[src/rtl/morse_key_decoder.sv]
// Morse key decoder: collects dot/dash symbols, decodes on an inter-character gap to ASCII (A-Z, '?').
// Latency: char_valid rises on the cycle after gap_cnt reaches max(timeout_cycles,1).
// Backpressure: output held until char_ready; a finished character waits in HOLD and new symbols there are dropped (overrun).
// Optional digit table 0-9 enabled by defining MORSE_DECODE_DIGITS_EN.
module morse_key_decoder #(
    parameter int MAX_SYMBOLS = 5
) (
    input  logic        clk,
    input  logic        rst,
    input  logic        key_valid,
    input  logic [10:0] key_packet,
    input  logic [31:0] timeout_cycles,
    output logic        char_valid,
    input  logic        char_ready,
    output logic [7:0]  char_ascii,
    output logic        overrun,
    output logic        busy
);

    localparam int LW = $clog2(MAX_SYMBOLS + 1);

    typedef enum logic [1:0] {S_IDLE, S_COLLECT, S_HOLD} state_t;

    state_t                 r_state;
    state_t                 w_state_nxt;
    logic [LW-1:0]          r_len;
    logic [MAX_SYMBOLS-1:0] r_pattern;
    logic                   r_err;
    logic [31:0]            r_gap_cnt;
    logic                   r_char_valid;
    logic [7:0]             r_char_ascii;
    logic                   r_overrun;

    logic                   w_accept;
    logic                   w_dash;
    logic [31:0]            w_timeout;
    logic                   w_gap_hit;
    logic                   w_can_load;
    logic                   w_len_full;
    logic                   w_append;
    logic                   w_load;
    logic                   w_drop;
    logic [7:0]             w_dec_ascii;

    // Only type 3'b001 with code 1 (dot) or 2 (dash) counts as a symbol.
    assign w_accept   = key_valid && (key_packet[10:8] == 3'b001)
                        && ((key_packet[7:0] == 8'd1) || (key_packet[7:0] == 8'd2));
    assign w_dash     = (key_packet[7:0] == 8'd2);
    // A zero timeout behaves as one cycle; >= lets a lowered timeout fire on the next compare.
    assign w_timeout  = (timeout_cycles == 32'd0) ? 32'd1 : timeout_cycles;
    assign w_gap_hit  = (r_gap_cnt >= w_timeout);
    assign w_can_load = !r_char_valid || char_ready;
    assign w_len_full = (32'(r_len) >= MAX_SYMBOLS);

    assign char_valid = r_char_valid;
    assign char_ascii = r_char_ascii;
    assign overrun    = r_overrun;

    // Table lookup on (len, pattern); pattern is right-aligned, first symbol most significant.
    function automatic logic [7:0] f_decode(input logic [2:0] len, input logic [4:0] pat);
        logic [7:0] ch;
        ch = 8'h3F;
        case ({len, pat})
            {3'd1, 5'b00000}: ch = 8'h45; // E
            {3'd1, 5'b00001}: ch = 8'h54; // T
            {3'd2, 5'b00000}: ch = 8'h49; // I
            {3'd2, 5'b00001}: ch = 8'h41; // A
            {3'd2, 5'b00010}: ch = 8'h4E; // N
            {3'd2, 5'b00011}: ch = 8'h4D; // M
            {3'd3, 5'b00000}: ch = 8'h53; // S
            {3'd3, 5'b00001}: ch = 8'h55; // U
            {3'd3, 5'b00010}: ch = 8'h52; // R
            {3'd3, 5'b00011}: ch = 8'h57; // W
            {3'd3, 5'b00100}: ch = 8'h44; // D
            {3'd3, 5'b00101}: ch = 8'h4B; // K
            {3'd3, 5'b00110}: ch = 8'h47; // G
            {3'd3, 5'b00111}: ch = 8'h4F; // O
            {3'd4, 5'b00000}: ch = 8'h48; // H
            {3'd4, 5'b00001}: ch = 8'h56; // V
            {3'd4, 5'b00010}: ch = 8'h46; // F
            {3'd4, 5'b00100}: ch = 8'h4C; // L
            {3'd4, 5'b00110}: ch = 8'h50; // P
            {3'd4, 5'b00111}: ch = 8'h4A; // J
            {3'd4, 5'b01000}: ch = 8'h42; // B
            {3'd4, 5'b01001}: ch = 8'h58; // X
            {3'd4, 5'b01010}: ch = 8'h43; // C
            {3'd4, 5'b01011}: ch = 8'h59; // Y
            {3'd4, 5'b01100}: ch = 8'h5A; // Z
            {3'd4, 5'b01101}: ch = 8'h51; // Q
`ifdef MORSE_DECODE_DIGITS_EN
            {3'd5, 5'b11111}: ch = 8'h30;
            {3'd5, 5'b01111}: ch = 8'h31;
            {3'd5, 5'b00111}: ch = 8'h32;
            {3'd5, 5'b00011}: ch = 8'h33;
            {3'd5, 5'b00001}: ch = 8'h34;
            {3'd5, 5'b00000}: ch = 8'h35;
            {3'd5, 5'b10000}: ch = 8'h36;
            {3'd5, 5'b11000}: ch = 8'h37;
            {3'd5, 5'b11100}: ch = 8'h38;
            {3'd5, 5'b11110}: ch = 8'h39;
`else
`endif
            default:          ch = 8'h3F;
        endcase
        return ch;
    endfunction

    // Decode the collected character; an overflowed or overlong character is '?'.
    always_comb begin
        w_dec_ascii = 8'h3F;
        if (!r_err && (32'(r_len) <= 32'd5)) begin
            w_dec_ascii = f_decode(3'(r_len), 5'(r_pattern));
        end
    end

    // State register.
    always_ff @(posedge clk or posedge rst) begin
        if (rst) r_state <= S_IDLE;
        else     r_state <= w_state_nxt;
    end

    // Next state: a symbol in the timeout cycle wins over the decode.
    always_comb begin
        w_state_nxt = r_state;
        case (r_state)
            S_IDLE:    if (w_accept) w_state_nxt = S_COLLECT;
            S_COLLECT: if (!w_accept && w_gap_hit) w_state_nxt = w_can_load ? S_IDLE : S_HOLD;
            S_HOLD:    if (w_can_load) w_state_nxt = S_IDLE;
            default:   w_state_nxt = S_IDLE;
        endcase
    end

    // State outputs: symbol append, output load, overrun drop and busy.
    always_comb begin
        w_append = 1'b0;
        w_load   = 1'b0;
        w_drop   = 1'b0;
        busy     = (r_state != S_IDLE);
        case (r_state)
            S_IDLE:    w_append = w_accept;
            S_COLLECT: begin
                w_append = w_accept;
                w_load   = !w_accept && w_gap_hit && w_can_load;
            end
            S_HOLD:    begin
                w_load = w_can_load;
                w_drop = w_accept;
            end
            default:   ;
        endcase
    end

    // Symbol collection and gap timing; a full pattern sets the sticky error instead of shifting.
    always_ff @(posedge clk or posedge rst) begin
        if (rst) begin
            r_len     <= '0;
            r_pattern <= '0;
            r_err     <= 1'b0;
            r_gap_cnt <= 32'd0;
        end else if (w_load) begin
            r_len     <= '0;
            r_pattern <= '0;
            r_err     <= 1'b0;
            r_gap_cnt <= 32'd0;
        end else if (w_append) begin
            r_gap_cnt <= 32'd0;
            if (w_len_full) begin
                r_err <= 1'b1;
            end else begin
                r_pattern <= {r_pattern[MAX_SYMBOLS-2:0], w_dash};
                r_len     <= r_len + LW'(1);
            end
        end else if (r_state == S_COLLECT) begin
            r_gap_cnt <= r_gap_cnt + 32'd1;
        end
    end

    // Output register: held until accepted, reloaded back-to-back when a load coincides with accept.
    always_ff @(posedge clk or posedge rst) begin
        if (rst) begin
            r_char_valid <= 1'b0;
            r_char_ascii <= 8'h00;
            r_overrun    <= 1'b0;
        end else begin
            r_overrun <= w_drop;
            if (w_load) begin
                r_char_valid <= 1'b1;
                r_char_ascii <= w_dec_ascii;
            end else if (char_ready) begin
                r_char_valid <= 1'b0;
            end
        end
    end

endmodule

[config.mk]
export PLATFORM = sky130hd
export DESIGN_NAME = morse_key_decoder
export DESIGN_NICKNAME = d
export VERILOG_FILES = /design/src/rtl/morse_key_decoder.sv
export SDC_FILE = /design/constraint.sdc
export NUM_CORES = 1
export LEC_CHECK = 0
export ABC_CLOCK_PERIOD_IN_PS = 3600
export CAP_MARGIN = 15
export CORE_UTILIZATION = 26
export DETAILED_ROUTE_END_ITERATION = 12
export PLACE_DENSITY = 0.44
export SLEW_MARGIN = 20
export SYNTH_ARGS = -nofsm -noshare
export SYNTH_HDL_FRONTEND = slang
export SYNTH_SLANG_ARGS = --single-unit
[constraint.sdc]
create_clock -name clk -period 3.6 [get_ports clk]
set_input_delay 0.72 -clock clk [delete_from_list [all_inputs] [get_ports clk]]
set_output_delay 0.72 -clock clk [all_outputs]
set_load 0.03 [all_outputs]
# Yosys cells after proc, flatten, opt, wreduce, memory -nomap -nowiden
# Index checks and enable logic that the tools add are counted.
# totals
ff_bits	53
latchBits	0
mem_bits_rw	0
mem_bits_ro	0
input_bits	47
word_cells	94
n_memories	0
# op_classes
addsub	2
n_mul	0
n_div	0
magnitude_cmp	3
eq_ne	35
shift	0
mux	25
bitwise	0
reduce_logical	21
# ops
cell	count
$pmux W7 S26	1
$mux W32	4
$eq A8 B7 Y1 const B	12
$eq A8 B8 Y1 const B	12
$add A32 B1 Y32 const B	1
$ge A32 B32 Y1	1
$logic_not A32 Y1	1
$eq A8 B6 Y1 const B	2
$mux W5	3
$mux W3	3
$eq A8 B1 Y1 const B	1
$eq A8 B2 Y1 const B	1
$mux W2	4
$reduce_bool A2 Y1	4
$mux W1	7
$mux W7	1
$ne A2 B2 Y1 const B	3
$pmux W2 S3	1
$logic_and A1 B1 Y1	5
$reduce_and A2 Y1	2
$add A3 B1 Y3 const B	1
$eq A3 B1 Y1 const B	1
$ge A3 B3 Y1 const B	1
$le A3 B3 Y1 const B	1
10 further kinds	13

# Longest topological paths before layout
# logic_depth
depth_word	9
ltp_mapped	11

# Worst setup path before layout
# Ideal clock, no wire load.
# synth_timing
path_type	in2reg
from	input timeout_cycles[25]
to	register r_char_ascii[0], in the netlist char_ascii[0]
arrival_time_ns	2.921
t_required_ns	3.521
setup_slack_ns	0.599
stages	11
n_path_buf	1
cell_sequence	nor4_1 nand4_1 o21bai_1 ha_1 nand2b_1 a2111oi_0 nand3b_1 a31o_2 o21ai_1 clkbuf_1 mux2i_1
# synth_between
elab_chain_len	6
# synth_rtl
element	line	rtl
start: declaration	12	input logic [31:0] timeout_cycles,
$logic_not A32 Y1	50	assign w_timeout = (timeout_cycles == 32'd0) ? 32'd1 : timeout_cycles;
$mux W32 (*)	50	
$ge A32 B32 Y1 (*)	51	assign w_gap_hit = (r_gap_cnt >= w_timeout);
$logic_and A1 B1 Y1 (*) (2 in series)	143	w_load = !w_accept && w_gap_hit && w_can_load;
$pmux W1 S2 (*)	139	case (r_state)
end signal: assignment	188	r_char_ascii <= w_dec_ascii;
end: declaration	31	logic [7:0] r_char_ascii;
# Every way passes the cells marked *; elsewhere a longest branch is shown, timed or not.
# A chain may end at the register's enable or synchronous reset.

# Worst setup path after layout
# layout_timing
from	input timeout_cycles[16]
to	register r_char_ascii[6], in the netlist char_ascii[6]
# Same word-level chain as after synthesis.

==> impl_metrics.ini <==
[layout]
post-route-util = 0.3420
final_area_mm2 = 0.005027
drive_gt1_frac = 0.08807
areaGrowthSynthToFinish_pct = 26.51
seqCellArea_mm2 = 0.001301
fillers = 1530
insertedDiodeCount = 0
multi_input_area_mm2 = 0.002376
nets = 629

[logic_synthesis]
seq_area_frac_synth = 0.3275
synth_area_leader_cell = dfrtp_1
synth_seq_cells = 52
syn_area_mm2 = 0.003974
synth-main-ff-cell = dfrtp_1
syn_nets = 563
yosys_warnings = 0
synthDistinctLibCells = 61
synth-edff-count = 0
synth.top_cell.area_share = 0.3275
syn_area_per_cell_um2 = 8.313
async_flop_share = 1.000
ys_top_cells_by_area = dfrtp_1, ha_1, nor2_1
synthCells = 478

[run_status]
status = finished, violations left
violations = DRC

[global_routing]
grt_overflow = 0
grt_pass1_vias = 3502
grt_pass1_wl_mm = 17.22
antenna_found_initial = 0
grt_max_degree = 52
grt.total_usage = 0.1366

[place]
dpl.hpwl_mm = 7.807
placed_area_mm2 = 0.004853
pre_cts_slack_ps = -262.3
io_buffer_count = 56
routabilityCongestion = 0.8274

[timing]
relSlewSlack = 0.5206
finalClockSkew_ps = 5.359
final-hold-violation-count = 0
tightest_slew_ps = 719.1
grt_setup_unrepaired = false
setup-violations-final = 0
holdWs_ps = 511.7
fmax_ghz = 0.3023
fin_crit_ps = 3309
maxSlewViolCount = 0
finalCritPeriodShare = 0.9190
fin_ws_ps = 291.5

[route]
wl_per_cell_um = 13.92
drt_iter0_drc = 187
drtAntennaViolNets = 0
dr.pass1.iters = 8
via_count = 3526
drc = 3
via_per_inst = 4.837
totalWireLength_mm = 10.15

[power]
vdd_drop_max_uv = 304.5
p_per_area_mw_per_mm2 = 444.6
leakage_uw = 0.002094

[critical_path]
r2r_slack_ps = 830
path_buf_inv = 2
cp.required_ps = 3780
crit_chain = clkdlybuf4s50_1, nor4_1, buf_4, nand4_1, o21bai_1, ha_1, nand2b_1, a2111oi_0, nand3b_1, a31o_2, o21ai_2, mux2_1
crit_path_max_incr_delay_ps = 430
cp_top_family = compound AO/OA/AOI/OAI gates
worstSetupStartpointType = input port
worstPathArrival_ps = 3490
cp-end-kind = flip-flop
crit_path_top_delay_cell = clkdlybuf4s50_1
crit_fanout = 7
worstSetupPathType = input port to flip-flop

[floorplan]
die-area_mm2 = 0.01578
core_area_mm2 = 0.01470
die_x_um = 125.6
start_util = 0.2703
num_rows = 44
die_h_um = 125.6
io_pins = 58

[clock_tree]
h-tree-depth = 2
cts_hold_buffers = 0
clk_latency_ps = 300
clk_pin_slew_ps = 70
cts_buffer_depth = 2
clkSinkCount = 52
cts_buffers = 5
cts_root_buf = clkbuf_16
cts_tree = built

[flow_run]
drv_cap = 0

[hold_path]
holdCritPathClass = flip-flop to flip-flop
## metrics by stage
step | total power [uW] | instances | setup TNS [ps]
2_1_floorplan | 1453 | 478 | 0
3_3_place_gp | 1683 | 721 | -5621
3_5_place_dp | 1698 | 721 | -7237
4_1_cts | 2263 | 729 | 0
5_1_grt | 2441 | 729 | 0
6_report | 2235 | 729 | 0
## where the power goes
part	switching, uW	leakage [uW]	internal (uW)	total (uW)
registers	191	0.000561	722	913
logic	400	0.00145	375	776
clock network	219	0.0000808	327	547
## kinds of logic after synthesis
logic type / after synthesis / share of synthesized area
other: 1 / 0.0009437
AND/OR/NAND/NOR: 189 / 0.2443
AO/OA/AOI/OAI: 78 / 0.1209
XOR/XNOR: 35 / 0.07714
adder cells (fa/ha/maj): 39 / 0.1222
multiplexers: 11 / 0.02991
buffers and inverters: 73 / 0.07714
flip-flops: 52 / 0.3275
## cell usage after synthesis (2+ instances only)
library cell,instances
or3_1,3
o21bai_1,2
a221oi_1,2
or4_1,2
nor3_1,13
xor2_1,20
and2_1,2
nand4_1,17
o22ai_1,2
a211oi_1,3
clkbuf_1,13
mux2_2,2
nand3_1,13
o32ai_1,3
buf_2,5
a31oi_1,2
nand3b_1,2
o21ai_0,17
mux2i_1,7
o211ai_1,3
a31o_2,2
nand2_1,38
and4_1,4
nor2_1,60
buf_6,3
and3_1,3
inv_1,50
a21oi_1,31
nor4_1,15
dfrtp_1,52
nand2b_1,6
xnor2_1,15
ha_1,38
## flip-flops by register name, indices dropped and copies added, names as in the netlist
register	flops
r_gap_cnt	32
char_ascii	7
r_pattern	5
r_len	3
r_state	2
char_valid	1
overrun	1
r_err	1
## area by class of cell
cell class | instances | share of cell area
clock inverters | 2 | 0.006969
well taps | 184 | 0.04579
clock buffers | 6 | 0.02563
flip-flops and latches | 52 | 0.2588
multi-input cells | 353 | 0.4726
repair buffers | 82 | 0.1528
inverters | 50 | 0.03733
## cell usage in the layout, fill, tap and decap left out, types with 3 or more instances in the layout
cell	Yosys	routed
o211ai_1	3	3
nor3_1	13	13
or3_1	3	3
nand4_1	17	17
nand3_1	13	13
and4_1	4	4
dfrtp_1	52	52
buf_4	1	25
clkbuf_16	0	5
nand2_1	38	38
nor4_1	15	14
ha_1	38	38
and3_1	3	3
clkdlybuf4s50_1	0	56
a21oi_1	31	31
a211oi_1	3	3
nor2_1	60	60
mux2i_1	7	7
xnor2_1	15	15
xor2_1	20	20
nand2b_1	6	6
o32ai_1	3	3
o21ai_0	17	17
inv_1	50	49
## layer usage
metal  GRT usage  wire, um  vias up
li1            -         -     1789
met3     0.02846       288       16
met5           0         0        -
met1      0.1769      4836     1654
met2      0.2252      4827       67
met4     0.04735       198        0
## timing repair
action                     in CTS  in global routing
setup buffers                   0                  0
resized for setup               0                  2
setup endpoints to repair       0                 16
## final timing paths
kind / startpoint / to / cells past startpoint
worst min-delay path: char_ascii[6] / char_ascii[6] / 1
max in group asynchronous: rst / r_gap_cnt[19] / 3
min in group asynchronous: rst / char_ascii[4] / 2
worst min register to register: char_ascii[6] / char_ascii[6] / 1
worst max register to register: r_len[0] / char_ascii[1] / 6
worst max-delay path: timeout_cycles[16] / char_ascii[6] / 12
(Power assumes the default switching activity.)
